[config.mk]
export PLATFORM = sky130hd
export DESIGN_NAME = nmea_rmc_parser_flat
export DESIGN_NICKNAME = d
export VERILOG_FILES = /design/src/rtl/nmea_rmc_parser_if.sv /design/src/rtl/nmea_rmc_parser.sv /design/src/flat_wrapper.sv
export SDC_FILE = /design/constraint.sdc
export NUM_CORES = 1
export LEC_CHECK = 0
export ABC_CLOCK_PERIOD_IN_PS = 7100
export BUFFER_PORTS_ARGS = -buffer_cell sky130_fd_sc_hd__buf_4
export CAP_MARGIN = 5
export CORE_ASPECT_RATIO = 1.4
export CORE_MARGIN = 2
export CORE_UTILIZATION = 64
export CTS_CLUSTER_SIZE = 16
export DETAILED_ROUTE_END_ITERATION = 12
export GPL_TIMING_DRIVEN = 0
export PLACE_DENSITY = 0.85
export SKIP_CTS_REPAIR_TIMING = 1
export SYNTH_ARGS = -nofsm -noshare
export SYNTH_HDL_FRONTEND = slang
export SYNTH_SLANG_ARGS = --single-unit
export TNS_END_PERCENT = 100
[constraint.sdc]
create_clock -name clk -period 7.1 [get_ports clk]
set_input_delay 1.42 -clock clk [delete_from_list [all_inputs] [get_ports clk]]
set_output_delay 1.42 -clock clk [all_outputs]
set_load 0.005 [all_outputs]
[src/rtl/nmea_rmc_parser_if.sv]
// Byte stream in, decoded RMC time/fix and result pulses out.
interface nmea_rmc_parser_if;
  logic [7:0] in_data;
  logic       in_flag;
  logic [7:0] utc_hour;
  logic [7:0] utc_min;
  logic [7:0] utc_sec;
  logic       fix_ok;
  logic       op_flag;
  logic       err_flag;

  modport master (
    output in_data, in_flag,
    input  utc_hour, utc_min, utc_sec, fix_ok, op_flag, err_flag
  );

  modport slave (
    input  in_data, in_flag,
    output utc_hour, utc_min, utc_sec, fix_ok, op_flag, err_flag
  );
endinterface

[src/rtl/nmea_rmc_parser.sv]
// NMEA RMC sentence parser: extracts UTC hh/mm/ss and fix status,
// verifies the XOR checksum and pulses op_flag / err_flag per sentence.
module nmea_rmc_parser #(
  parameter logic [7:0] MAX_LEN = 8'd82
) (
  input  logic             clk,
  input  logic             rst_n,
  nmea_rmc_parser_if.slave bus
);

  typedef enum logic [2:0] {IDLE, HDR, FIELD, CKS_HI, CKS_LO} state_e;

  localparam logic [7:0] CH_DOLLAR = 8'h24;
  localparam logic [7:0] CH_COMMA  = 8'h2C;
  localparam logic [7:0] CH_STAR   = 8'h2A;
  localparam logic [7:0] CH_R      = 8'h52;
  localparam logic [7:0] CH_M      = 8'h4D;
  localparam logic [7:0] CH_C      = 8'h43;
  localparam logic [7:0] CH_A      = 8'h41;

  state_e     state_q, state_d;
  logic [7:0] len_q, len_d;
  logic [7:0] cks_q, cks_d;
  logic [3:0] fidx_q, fidx_d;
  logic [2:0] pos_q, pos_d;
  logic [7:0] sh_hh_q, sh_hh_d, sh_mm_q, sh_mm_d, sh_ss_q, sh_ss_d;
  logic       sh_fix_q, sh_fix_d;
  logic       bad_q, bad_d;
  logic [3:0] rx_hi_q, rx_hi_d;
  logic [7:0] utc_hour_q, utc_hour_d, utc_min_q, utc_min_d, utc_sec_q, utc_sec_d;
  logic       fix_ok_q, fix_ok_d;
  logic       op_flag_q, op_flag_d;
  logic       err_flag_q, err_flag_d;

  logic [7:0] b;
  logic       is_digit, is_hex, done, f1_short;
  logic [3:0] hex_val;
  logic [7:0] len_inc;

  // Character classification and saturating length increment
  always_comb begin
    b        = bus.in_data;
    is_digit = (b >= 8'h30) && (b <= 8'h39);
    is_hex   = is_digit || ((b >= 8'h41) && (b <= 8'h46));
    hex_val  = is_digit ? 4'(b - 8'h30) : 4'(b - 8'h37);
    len_inc  = (len_q >= MAX_LEN) ? len_q : len_q + 8'd1;
    f1_short = (fidx_q == 4'd1) && (pos_q < 3'd6);
  end

  // Next-state and output logic
  always_comb begin
    state_d    = state_q;
    len_d      = len_q;
    cks_d      = cks_q;
    fidx_d     = fidx_q;
    pos_d      = pos_q;
    sh_hh_d    = sh_hh_q;
    sh_mm_d    = sh_mm_q;
    sh_ss_d    = sh_ss_q;
    sh_fix_d   = sh_fix_q;
    bad_d      = bad_q;
    rx_hi_d    = rx_hi_q;
    utc_hour_d = utc_hour_q;
    utc_min_d  = utc_min_q;
    utc_sec_d  = utc_sec_q;
    fix_ok_d   = fix_ok_q;
    op_flag_d  = 1'b0;
    err_flag_d = 1'b0;
    done       = 1'b0;

    if (bus.in_flag) begin
      if (b == CH_DOLLAR) begin
        state_d  = HDR;
        len_d    = 8'd1;
        cks_d    = 8'd0;
        fidx_d   = 4'd0;
        pos_d    = 3'd0;
        bad_d    = 1'b0;
        rx_hi_d  = 4'd0;
        sh_hh_d  = 8'd0;
        sh_mm_d  = 8'd0;
        sh_ss_d  = 8'd0;
        sh_fix_d = 1'b0;
      end else begin
        if (state_q != IDLE) len_d = len_inc;
        case (state_q)
          IDLE: ;
          HDR: begin
            cks_d = cks_q ^ b;
            pos_d = pos_q + 3'd1;
            case (pos_q)
              3'd0, 3'd1: ;
              3'd2: if (b != CH_R) state_d = IDLE;
              3'd3: if (b != CH_M) state_d = IDLE;
              3'd4: if (b != CH_C) state_d = IDLE;
              default: begin
                if (b == CH_COMMA) begin
                  state_d = FIELD;
                  fidx_d  = 4'd1;
                  pos_d   = 3'd0;
                end else begin
                  state_d = IDLE;
                end
              end
            endcase
          end
          FIELD: begin
            if (b == CH_STAR) begin
              state_d = CKS_HI;
              if (f1_short) bad_d = 1'b1;
            end else begin
              cks_d = cks_q ^ b;
              if (b == CH_COMMA) begin
                if (f1_short) bad_d = 1'b1;
                fidx_d = (fidx_q == 4'd15) ? fidx_q : fidx_q + 4'd1;
                pos_d  = 3'd0;
              end else begin
                if (f1_short) begin
                  if (!is_digit) bad_d = 1'b1;
                  case (pos_q)
                    3'd0:    sh_hh_d[7:4] = b[3:0];
                    3'd1:    sh_hh_d[3:0] = b[3:0];
                    3'd2:    sh_mm_d[7:4] = b[3:0];
                    3'd3:    sh_mm_d[3:0] = b[3:0];
                    3'd4:    sh_ss_d[7:4] = b[3:0];
                    default: sh_ss_d[3:0] = b[3:0];
                  endcase
                end
                if ((fidx_q == 4'd2) && (pos_q == 3'd0)) sh_fix_d = (b == CH_A);
                pos_d = (pos_q == 3'd7) ? pos_q : pos_q + 3'd1;
              end
            end
          end
          CKS_HI: begin
            if (is_hex) begin
              rx_hi_d = hex_val;
              state_d = CKS_LO;
            end else begin
              err_flag_d = 1'b1;
              state_d    = IDLE;
            end
          end
          CKS_LO: begin
            done    = 1'b1;
            state_d = IDLE;
            if (is_hex && ({rx_hi_q, hex_val} == cks_q) && !bad_q) begin
              op_flag_d  = 1'b1;
              utc_hour_d = sh_hh_q;
              utc_min_d  = sh_mm_q;
              utc_sec_d  = sh_ss_q;
              fix_ok_d   = sh_fix_q;
            end else begin
              err_flag_d = 1'b1;
            end
          end
          default: state_d = IDLE;
        endcase
        // Overlong sentence: abort once the byte count hits the limit
        if ((state_q != IDLE) && !done && (len_inc >= MAX_LEN)) begin
          err_flag_d = 1'b1;
          op_flag_d  = 1'b0;
          state_d    = IDLE;
        end
      end
    end
  end

  // State and data registers
  always_ff @(posedge clk or negedge rst_n) begin
    if (!rst_n) begin
      state_q    <= IDLE;
      len_q      <= 8'd0;
      cks_q      <= 8'd0;
      fidx_q     <= 4'd0;
      pos_q      <= 3'd0;
      sh_hh_q    <= 8'd0;
      sh_mm_q    <= 8'd0;
      sh_ss_q    <= 8'd0;
      sh_fix_q   <= 1'b0;
      bad_q      <= 1'b0;
      rx_hi_q    <= 4'd0;
      utc_hour_q <= 8'd0;
      utc_min_q  <= 8'd0;
      utc_sec_q  <= 8'd0;
      fix_ok_q   <= 1'b0;
      op_flag_q  <= 1'b0;
      err_flag_q <= 1'b0;
    end else begin
      state_q    <= state_d;
      len_q      <= len_d;
      cks_q      <= cks_d;
      fidx_q     <= fidx_d;
      pos_q      <= pos_d;
      sh_hh_q    <= sh_hh_d;
      sh_mm_q    <= sh_mm_d;
      sh_ss_q    <= sh_ss_d;
      sh_fix_q   <= sh_fix_d;
      bad_q      <= bad_d;
      rx_hi_q    <= rx_hi_d;
      utc_hour_q <= utc_hour_d;
      utc_min_q  <= utc_min_d;
      utc_sec_q  <= utc_sec_d;
      fix_ok_q   <= fix_ok_d;
      op_flag_q  <= op_flag_d;
      err_flag_q <= err_flag_d;
    end
  end

  assign bus.utc_hour = utc_hour_q;
  assign bus.utc_min  = utc_min_q;
  assign bus.utc_sec  = utc_sec_q;
  assign bus.fix_ok   = fix_ok_q;
  assign bus.op_flag  = op_flag_q;
  assign bus.err_flag = err_flag_q;

endmodule
[src/flat_wrapper.sv]
// flat-port wrapper written by rule: the top's interface ports become plain ports
module nmea_rmc_parser_flat 
#(
  parameter logic [7:0] MAX_LEN = 8'd82
)
  (clk, rst_n, bus_in_data, bus_in_flag, bus_utc_hour, bus_utc_min, bus_utc_sec, bus_fix_ok, bus_op_flag, bus_err_flag);
  nmea_rmc_parser_if bus_i ();
  input  logic clk;
  input  logic rst_n;
  input wire logic [$bits(bus_i.in_data)-1:0] bus_in_data;
  input wire logic [$bits(bus_i.in_flag)-1:0] bus_in_flag;
  output wire logic [$bits(bus_i.utc_hour)-1:0] bus_utc_hour;
  output wire logic [$bits(bus_i.utc_min)-1:0] bus_utc_min;
  output wire logic [$bits(bus_i.utc_sec)-1:0] bus_utc_sec;
  output wire logic [$bits(bus_i.fix_ok)-1:0] bus_fix_ok;
  output wire logic [$bits(bus_i.op_flag)-1:0] bus_op_flag;
  output wire logic [$bits(bus_i.err_flag)-1:0] bus_err_flag;
  assign bus_i.in_data = bus_in_data;
  assign bus_i.in_flag = bus_in_flag;
  assign bus_utc_hour = bus_i.utc_hour;
  assign bus_utc_min = bus_i.utc_min;
  assign bus_utc_sec = bus_i.utc_sec;
  assign bus_fix_ok = bus_i.fix_ok;
  assign bus_op_flag = bus_i.op_flag;
  assign bus_err_flag = bus_i.err_flag;
  nmea_rmc_parser #(.MAX_LEN(MAX_LEN)) u_core (.clk(clk), .rst_n(rst_n), .bus(bus_i));
endmodule
Yosys cells after proc, flatten, opt, wreduce, memory -nomap -nowiden --
Cells that the tools add are included.
Storage, ports and cells: input bits 11, word-level logic and storage cells 195, register bits 83, output and inout bits 27
Operators by class: reductions and logical operators 44, bitwise gates (word level) 2, multiplexer cells 81, add/sub/neg operators 5, $lt $le $gt $ge 7, eq/ne operators 36
Operators by type and width (count):
- $mux W8 | 20
- $mux W4 | 16
- $mux W3 | 13
- $reduce_and A6 Y1 | 6
- $mux W1 | 25
- $eq A8 B6 Y1 const B | 3
- $ge A8 B7 Y1 const B | 3
- $ne A8 B7 Y1 const B | 3
- $pmux W3 S4 | 2
- $reduce_bool A2 Y1 | 11
- $pmux W8 S2 | 1
- $ne A5 B2 Y1 const B | 3
- $reduce_and A7 Y1 | 2
- $eq A3 B2 Y1 const B | 4
- $reduce_and A4 Y1 | 3
- $eq A3 B3 Y1 const B | 3
- $ne A3 B1 Y1 const B | 3
- $ne A3 B2 Y1 const B | 3
- $add A8 B1 Y8 const B | 1
- $eq A8 B7 Y1 const B | 1
- $eq A8 B8 Y1 | 1
- $ge A8 B6 Y1 const B | 1
- $le A8 B6 Y1 const B | 1
- $le A8 B7 Y1 const B | 1
- other kinds (30) | 45

Logic depth before layout (Yosys ltp) --
Gate-level depths: netlist of the first run.
depth in word-level cells 11, depth in mapped cells 10, gate-level depth less buffers 8

Worst setup path before layout of the first run --
No wires, ideal clock.
path type input-to-reg, start point in bus_in_data[1], end point reg u_core.fix_ok_q (netlist: u_core.bus.fix_ok), path slack 3.280 ns, library setup time 0.127 ns, data required time 6.973 ns, arrival 3.692 ns, stages 9, path buffers 1, path through inv_1 ha_1 o21bai_1 a21oi_1 mux2i_1 o21ai_0 nor4_4 buf_6 mux2_1
Between the ends: word-level cells in the longest chain between the ends 7, elaborated cells on any way between the ends 16, classes of those cells add/sub (2); order compare (4); eq/ne (2); mux (1); bitwise (1); reduce/logical (6)
RTL lines:
- start, declared | RTL line flat_wrapper.sv:10 | input wire logic [$bits(bus_i.in_data)-1:0] bus_in_data;
- $ge A8 B6 Y1 / $le A8 B6 Y1 (equally long branches) | RTL line nmea_rmc_parser.sv:43 | is_digit = (b >= 8'h30) && (b <= 8'h39);
- $logic_and A1 B1 Y1 | RTL line nmea_rmc_parser.sv:43
- $mux W4 | RTL line nmea_rmc_parser.sv:45 | hex_val = is_digit ? 4'(b - 8'h30) : 4'(b - 8'h37);
- $eq A8 B8 Y1 | RTL line nmea_rmc_parser.sv:146 | if (is_hex && ({rx_hi_q, hex_val} == cks_q) && !bad_q) begin
- $logic_and A1 B1 Y1 (2 in a row) | RTL line nmea_rmc_parser.sv:146
- $reduce_and A4 Y1 (no source line) *
- end signal, assigned | RTL line nmea_rmc_parser.sv:203 | fix_ok_q <= fix_ok_d;
- end, declared | RTL line nmea_rmc_parser.sv:31 | logic fix_ok_q, fix_ok_d;
Mark *: on every way between the ends. The rest lies on a longest branch, timed or not. A chain may end at the register's enable or synchronous reset.

Worst setup path after layout of the first run --
start point in bus_in_data[1], end point reg u_core.utc_min_q[1] (netlist: u_core.bus.utc_min[1])
Between the ends: word-level cells in the longest chain between the ends 7, elaborated cells on any way between the ends 16, classes of those cells add/sub (2); order compare (4); eq/ne (2); mux (1); bitwise (1); reduce/logical (6)
RTL lines:
- $ge A8 B6 Y1 / $le A8 B6 Y1 (equally long branches) | RTL line nmea_rmc_parser.sv:43
- $logic_and A1 B1 Y1 | RTL line nmea_rmc_parser.sv:43
- $mux W4 | RTL line nmea_rmc_parser.sv:45
- $eq A8 B8 Y1 | RTL line nmea_rmc_parser.sv:146
- $logic_and A1 B1 Y1 (2 in a row) | RTL line nmea_rmc_parser.sv:146
- $reduce_and A4 Y1 (no source line) *
- end signal, assigned | RTL line nmea_rmc_parser.sv:201 | utc_min_q <= utc_min_d;
- end, declared | RTL line nmea_rmc_parser.sv:30 | logic [7:0] utc_hour_q, utc_hour_d, utc_min_q, utc_min_d, utc_sec_q, utc_sec_d;
Marks and branches as above.

==> run summary, run 1 <==
The count of cell types in the netlist is 61, and the total wirelength of the detailed-routed design is 9790 um. The detail route stage leaves a number of antenna-violating nets equal to 0. The routed layout has 3508 vias.

Pin placement for this block handled 38 I/O pins. For the area of the core, the log shows 6850 um2. The number of rows created at floorplan was 36; the filler cell count was 518.

The worst setup path category was in2reg. The logs give 0.37 ns for the insertion delay of the later-clocked pin in the worst-skew pair and 4.48 ns for the worst endpoint data arrival time. Register area share after synthesis: 0.467. The area growth from synthesis to layout is 12.9%.

TritonCTS built the clock tree. Clock transition at the registers of the reported paths: 0.08 ns. The first-pass GRT wire length was 15700 um.

During synthesis, Yosys emitted a total of 0 warnings. Summing all multi-input logic gate instances after layout gives 2230 um2. The maximum clock insertion buffer count is 2. The smallest clock period supported by the final layout is computed as 4.23 ns. Measured along the x axis, the die boundary spans 74.5 um. The congestion estimate from routability-driven global placement came to 0.894. The count of buffers inserted at the top-level ports works out to 35. The run gives 3361 as the number of global-route vias before repair. The path class of the tightest hold or removal check is reg2reg.

The number of antenna diodes in the final layout is 0. The tools report the number of clock sinks seen by CTS as 83. The number of max-slew violations in the final report is 0.

For the highest clock frequency the design can meet, the log shows 0.236 GHz. The ratio of final minimum period to clock period works out to 0.596. The number of enable flip-flop cells after synthesis was 0. The number of maximum-capacitance constraint violations was 0; the leakage power summed over all cells was 2.43 nW. Leaving out fill and tap cells, the most frequent cells in the layout are sky130_fd_sc_hd__dfrtp_1 (83), sky130_fd_sc_hd__nand2_1 (40), sky130_fd_sc_hd__nor2_1 (36), sky130_fd_sc_hd__buf_4 (35), sky130_fd_sc_hd__o21ai_0 (27).

The critical path goes through buf_4 > inv_1 > ha_1 > o21bai_1 > a21oi_1 > mux2i_1 > o21ai_0 > nor4_4 > buf_6 > mux2_1. The tools report the met3 demand-to-capacity share in global routing as 0.0489. For the relative slew slack, the log shows 0.292.

From bottom edge to top edge, the die measures 103 um. The total track usage came out at 0.273. The tools report the number of design rule violations left after detail routing as 0. At the pin with the least slew margin, the transition time is 1.05 ns. The sequential cells in the finished layout cover a total of 2080 um2. The die covers 7650 um2. The highest net fanout along the worst path works out to 10. Dividing total power by cell area gives a power density of 182 nW/um2.

The tools report the data required time of the worst path as 7.35 ns. The largest individual stage delay along the critical path comes from the cell sky130_fd_sc_hd__nor4_4. The global routing stage identified its most utilized layer as met2.

The average routed wire per standard cell works out to 17.1 um. The HPWL reported at the end of detailed placement is 7130 um. The flow ran to the end, and the final reports show no timing, DRC or antenna violations. Root buffer selected by CTS: sky130_fd_sc_hd__clkbuf_8. For the starting utilization of the core area, the log shows 0.650.

After detailed routing, the number of vias per cell comes to 6.14. The smallest hold slack came out at 0.489 ns. The most common library cell in the layout ignoring fill and taps is sky130_fd_sc_hd__dfrtp_1. The first detailed-routing pass ran for 5 iterations.

The number of antenna violations at the first check in global routing came out at 0. The tools report the capturing element type of the critical path as a register. After the last flow step, the layout net total stands at 499. The logs give 0.734 for the core utilization of the finished layout and 453 for the synthesized net count. Setup repair after global routing left no endpoint under its margin.

The startpoint kind of the worst setup timing path is an input pin. The primary flip-flop cell chosen by synthesis mapping is sky130_fd_sc_hd__dfrtp_1. The synthesized netlist cell count came out at 426. The synthesized netlist occupies a cell area of 4450 um2. The run gives 84 as the maximum number of pins on one net before global-route repair.

Setup violations remaining at the end of the flow were counted as 0. Maximum VDD drop: 0.152 mV. The met2 usage in global routing is 0.468, and the depth of the CTS H-tree is 3. The proportion of layout cells with a drive suffix above 1 was 0.164.

Synthesis inferred 83 register bits. The stage delay of the slowest cell on the critical path is 0.64 ns, and the final count of hold timing violations is 0. For the final database, setup skew stands at 0.00958 ns.

Summed over all failing endpoints, the final setup total negative slack is 0 ns. For this block, the initial DRC count from the detailed router was 183. The tools report the met1 layer usage reported by global route as 0.321. The share of synthesized registers carrying an async set or reset came out at 1.00. The tools report the aggregate global routing overflow as 0.

TritonCTS created 9 clock buffers. The synthesized area per cell was 10.5 um2.
metrics by stage:
stage,total power [mW],cell area [um2],setup WS (ns),instances
after floorplan,0.550,4450,3.28,426
after global placement,0.578,4830,2.59,556
after detailed placement,0.581,4830,2.51,556
after CTS,0.918,5030,2.89,571
after global routing,0.946,5030,2.68,571
final,0.913,5030,2.87,571
power breakdown:
part	total (mW)	switching (mW)	internal (mW)	leakage (nW)
sequential	0.496	0.0122	0.484	1.13
clock	0.340	0.170	0.170	0.0954
combinational	0.0763	0.0479	0.0284	1.21
total	0.913	0.230	0.682	2.43
per-layer routing:
metal  vias to the layer above  part of all wire  routed length, um
li1                       1630                 -                  -
met2                       120              0.51               4980
met5                         -                 0                  0
met3                        34             0.051                497
met4                         0             0.038                374
met1                      1724              0.40               3940
synth_stat cells (3+ instances only):
cell type	count	area [um2]
sky130_fd_sc_hd__and2_1	3	18.8
sky130_fd_sc_hd__nand2b_1	5	31.3
sky130_fd_sc_hd__ha_1	16	200
sky130_fd_sc_hd__o2bb2ai_1	3	26.3
sky130_fd_sc_hd__xor2_1	10	87.6
sky130_fd_sc_hd__nor2b_1	7	43.8
sky130_fd_sc_hd__o31ai_1	7	52.6
sky130_fd_sc_hd__a21oi_1	11	55.1
sky130_fd_sc_hd__a22o_1	10	87.6
sky130_fd_sc_hd__a32o_1	4	40.0
sky130_fd_sc_hd__mux2_2	16	180
sky130_fd_sc_hd__xnor2_1	10	87.6
sky130_fd_sc_hd__nand4_1	3	18.8
sky130_fd_sc_hd__nor3_1	4	20.0
sky130_fd_sc_hd__and3_1	4	25.0
sky130_fd_sc_hd__a2111oi_0	6	52.6
sky130_fd_sc_hd__inv_1	17	63.8
sky130_fd_sc_hd__nand3_1	12	60.1
sky130_fd_sc_hd__o21ai_0	27	135
sky130_fd_sc_hd__mux2_1	20	225
sky130_fd_sc_hd__clkbuf_1	14	52.6
sky130_fd_sc_hd__nor2_1	36	135
sky130_fd_sc_hd__a21o_1	3	22.5
sky130_fd_sc_hd__dfrtp_1	83	2080
sky130_fd_sc_hd__or4_1	4	30.0
sky130_fd_sc_hd__nand2_1	40	150
sequential cells by signal, indices dropped and copies added, names as in the netlist, 8 cells and up:
register	cells
u_core.sh_ss_q	8
u_core.len_q	8
u_core.sh_mm_q	8
u_core.cks_q	8
u_core.bus.utc_min	8
u_core.bus.utc_hour	8
u_core.bus.utc_sec	8
u_core.sh_hh_q	8
logic make-up after synthesis:
logic type,count (synthesis),share of synthesized area
xor gates and xnor gates,21,0.0444
DFF,83,0.467
buffers and inverters,34,0.0323
muxes,38,0.0956
adders and majority gates,16,0.0450
and+or+nand+nor,143,0.172
AOI/OAI and AO/OA,91,0.144
worst max-delay path, delay by kind of cell:
kind                       cells  cell delay (ns)
and+or+nand+nor                1             0.64
AOI/OAI and AO/OA              3             0.90
adders and majority gates      1             0.25
muxes                          2             0.70
buffers and inverters          3             0.57
area by class of cell:
cell class,count,share of cell area
flip-flops and latches,83,0.413
well taps,95,0.0236
clock inverters,4,0.0102
repair buffers,35,0.0523
plain buffers,17,0.0159
clock buffers,11,0.0281
inverters,17,0.0127
multi-input cells,309,0.444
final timing paths:
path / end / slack [ns] / depth (start not counted) / from
worst max-delay path: u_core.bus.utc_min[1] / 2.87 / 10 / bus_in_data[1]
worst min-delay path: u_core.sh_ss_q[6] / 0.49 / 1 / u_core.sh_ss_q[6]
worst max register to register: u_core.state_q[1] / 4.17 / 6 / u_core.len_q[5]
worst min register to register: u_core.sh_ss_q[6] / 0.49 / 1 / u_core.sh_ss_q[6]
max in group asynchronous: u_core.cks_q[7] / 5.22 / 1 / rst_n
min in group asynchronous: u_core.len_q[1] / 1.19 / 1 / rst_n
Power figures use the tool's default switching activity.
==> inputs of run 2 (changes only) <==
Settings changed: ABC_AREA set to 1, ABC_CLOCK_PERIOD_IN_PS 7100 to 4210, CORE_UTILIZATION 64 to 60, PLACE_DENSITY 0.85 to 0.8.
Clock period 7.1 ns to 4.21 ns, I/O delays scaled along.
==> run 2 against run 1 <==
Sequential power up 100%; power increased by 140%; critical path depth up 5; die area up 6.8%; critical endpoint is now u_core.bus.utc_min[2]; worst setup slack worse by 1.4 ns; synthesized cell count grew 34%; sequential share of layout area shrank 0.31 points; register-to-register slack got worse by 2.3 ns; global-route usage fell by 1.8 points.
==> run summary, run 2 <==
The ratio of final minimum period to clock period is 0.652, and the number of antenna repair diodes is 0. TritonCTS created 9 clock buffers. Path class of the lowest-slack min-delay path: reg2reg.

In this run the tool buffered the top-level ports with 36 buffer cells. The run gives 9710 um as the total wirelength of the detailed-routed design. The cell type of the slowest stage on the worst timing path was sky130_fd_sc_hd__nor3b_4. Met3 demand-to-capacity share in global routing: 0.0475. The count of nets left with antenna violations once routing finished came out at 0. The adder-cell share of the synthesized area was 0.0448. The simple-gate share of the synthesized area came out at 0.303. The stage delay of the slowest cell on the critical path is 0.41 ns, and the number of clock sinks seen by CTS is 83. The share of synthesized registers carrying an async set or reset came out at 1.00. The logs give 0.331 mV for the maximum VDD drop and 598 for the synthesized net count. The finished layout holds 720 standard cells, fillers aside. The critical path contains buffers and inverters numbering 3 combined. The number of antenna violations at the first check in global routing was 0; the total track usage was 0.255.

The proportion of layout cells with a drive suffix above 1 was 0.119; the number of rows created at floorplan was 37. The filler cells instantiated in the layout total 587. OpenSTA, run right after detailed placement, puts the worst setup slack at 1.10 ns. The insertion delay of the later-clocked pin in the worst-skew pair is 0.36 ns, and the worst endpoint data arrival time is 2.99 ns. Averaged over all synthesized cells, the footprint is 7.83 um2. The relative slew slack came out at 0.329.

The sequential cell area was 2080 um2. The clock transition at the registers of the reported paths is 0.08 ns. The detailed router finished its first iteration with 208 violations. The number of global-route vias before repair was 3728; the maximum number of pins on one net before global-route repair was 84.

Dividing total power by cell area gives a power density of 441 nW/um2. The count of cell types in the netlist was 33; the final count of hold timing violations was 0. The xor and xnor fraction of the mapped netlist area works out to 0.00980. The logs give 2.24 mW for the post-layout total power and 5 for the first-pass detailed-route iteration total.

Hold timing on the final database bottoms out at a slack of 0.474 ns. The via-per-instance ratio was 5.52; the depth of the CTS H-tree was 3. The synthesized design contains 83 register bits.

The aggregate global routing overflow was 0. The routed layout has 3971 vias. In the final layout, the multi-input gates occupy 2070 um2. Max-cap violations in this run came to 0. The synthesized netlist cell count was 571.

The cell total after placement is 704, and the die span in x is 76.9 um. The worst setup path is of the in2reg kind. The area fraction in compound gates after synthesis works out to 0.105. The first global-routing pass estimated 16500 um of wire.

Largest family of logic cells by synthesized area: simple AND/OR/NAND/NOR gates. Once routing completed, OpenROAD measured the worst setup slack at 1.47 ns. Among the stages of the critical path, the cell type that occurs most often is sky130_fd_sc_hd__nand2_1. The register area share after synthesis was 0.465. TritonCTS built the clock tree.

For the final routed database, the setup TNS stands at 0 ns. Fraction of synthesized cell area taken by the top area cell type: 0.465. The worst clock skew is 0.00689 ns, and the time the worst path needs with I/O delays and setup is 2.74 ns.

For the worst setup path, the data required time is 4.46 ns. For the starting utilization of the core area, the log shows 0.615. The number of synthesis warnings came out at 0. The run finished with clean final reports. The area of the core is 7270 um2, and the transition at the pin with the smallest max-transition slack is 1.01 ns. Most common library cell in the layout ignoring fill and taps: sky130_fd_sc_hd__nand2_1. The final weighted congestion in routability-driven placement was 0.873. Grouping stages by cell kind, the critical path spends the most delay in simple AND/OR/NAND/NOR gates.

Walking the worst path, the cells encountered are buf_4 > inv_1 > ha_1 > o21ai_1 > nand2_1 > nand2_4 > nand2_1 > o21ai_1 > nand2_1 > nand3_1 > nor3b_4 > nand3_4 > buf_6 > nand2_1 > nand2_1. The leading cell type by number of instances after synthesis was sky130_fd_sc_hd__nand2_1. The most used flip-flop cell after synthesis is sky130_fd_sc_hd__dfrtp_1.

Setup repair after global routing left no endpoint under its margin. The number of max-slew violations in the final report is 0, and the I/O pin count is 38. The worst setup path is launched from an input pin. Summed over all cells, the static leakage comes to 2.70 nW.

sky130_fd_sc_hd__dfrtp_1 takes more of the synthesized area than any other cell. The final layout contains 645 nets. The tools report the root buffer selected by CTS as sky130_fd_sc_hd__clkbuf_8.

The highest net fanout along the worst path is 10. No sink is reached through more buffers than the 2 on the longest clock path. Setup violations remaining at the end of the flow were counted as 0. Detailed placement ended at an HPWL of 7410 um. The met2 usage in global routing is 0.469. The met1 layer usage reported by global route came out at 0.292.

Counting instances in the post-synthesis netlist gives the leading cell types as sky130_fd_sc_hd__nand2_1 (155), sky130_fd_sc_hd__dfrtp_1 (83), sky130_fd_sc_hd__inv_1 (61), sky130_fd_sc_hd__nor2_1 (55). After detailed routing, the number of remaining DRC violations is 0. The area added between synthesis and finish works out to 13.3%.

In the final routed layout, each cell accounts on average for 13.5 um. The capturing element type of the critical path was a register. The die outline area was 8160 um2; the highest clock frequency the design can meet was 0.364 GHz.

Sorting the synthesized cells by area gives the leading types as sky130_fd_sc_hd__dfrtp_1 (46%), sky130_fd_sc_hd__nand2_1 (13%), sky130_fd_sc_hd__nand4_1 (5.2%). In this run the vertical extent of the chip is 106 um. The number of enable flip-flop cells after synthesis was 0.

The top cell types in the final layout, fill and taps aside, are sky130_fd_sc_hd__nand2_1 (155), sky130_fd_sc_hd__dfrtp_1 (83), sky130_fd_sc_hd__inv_1 (61), sky130_fd_sc_hd__nor2_1 (55). The mux contribution to synthesized area works out to 0. The synthesized netlist occupies a cell area of 4470 um2. Busiest layer in global routing: met2.
run 2: worst paths after layout:
kind	from	endpoint	slack, ns	cells past startpoint
worst max-delay path	bus_in_data[1]	u_core.bus.utc_min[2]	1.47	15
worst min-delay path	u_core.bus.utc_sec[2]	u_core.bus.utc_sec[2]	0.47	2
worst max register to register	u_core.len_q[0]	u_core.state_q[1]	1.82	15
worst min register to register	u_core.bus.utc_sec[2]	u_core.bus.utc_sec[2]	0.47	2
max in group asynchronous	rst_n	u_core.cks_q[1]	2.90	1
min in group asynchronous	rst_n	u_core.bus.utc_sec[3]	0.64	1
run 2: metrics by stage:
step	utilization	area (um2)
4_1_cts	0.697	5060
5_1_grt	0.697	5060
2_1_floorplan	-	4470
6_report	0.697	5060
3_5_place_dp	0.669	4860
3_3_place_gp	0.669	4860
run 2: cells by family after synthesis:
family                   Yosys count
XOR/XNOR                           5
AO/OA/AOI/OAI                     86
adder cells (fa/ha/maj)           16
flip-flops                        83
AND/OR/NAND/NOR                  300
buffers and inverters             81
run 2: area by class of cell:
type                    count  share of cell area
flip-flops and latches     83               0.410
multi-input cells         407               0.408
repair buffers             36              0.0534
inverters                  68              0.0504
clock buffers              11              0.0279
well taps                  97              0.0240
plain buffers              13              0.0141
clock inverters             5              0.0121
run 2: routing by layer:
| layer | vias up | routed length (um) | share of wire |
|---|---|---|---|
| li1 | 1990 | - | - |
| met1 | 1858 | 3930 | 0.40 |
| met2 | 106 | 5180 | 0.53 |
| met3 | 17 | 392 | 0.040 |
| met4 | 0 | 208 | 0.021 |
| met5 | - | 0 | 0 |
run 2: where the power goes:
group / total [mW] / switching [mW] / internal [mW] / leakage (nW)
clock network: 0.583 / 0.291 / 0.292 / 0.0922
logic: 0.648 / 0.434 / 0.214 / 1.54
registers: 1.00 / 0.100 / 0.904 / 1.07
total: 2.24 / 0.824 / 1.41 / 2.70
run 2: worst register-to-register path: stages, from the launching register on:
cell,delay [ns]
sky130_fd_sc_hd__dfrtp_1,0.42
sky130_fd_sc_hd__inv_1,0.09
sky130_fd_sc_hd__ha_1,0.20
sky130_fd_sc_hd__nor2_1,0.11
sky130_fd_sc_hd__nand2_1,0.07
sky130_fd_sc_hd__a21oi_1,0.42
sky130_fd_sc_hd__nand2_1,0.10
sky130_fd_sc_hd__nand2_1,0.12
sky130_fd_sc_hd__inv_1,0.05
sky130_fd_sc_hd__a21oi_1,0.13
sky130_fd_sc_hd__nand2_1,0.13
sky130_fd_sc_hd__nand2_1,0.10
sky130_fd_sc_hd__nand3_1,0.10
sky130_fd_sc_hd__nand2_1,0.14
sky130_fd_sc_hd__nand2_1,0.08
sky130_fd_sc_hd__nand2_1,0.08
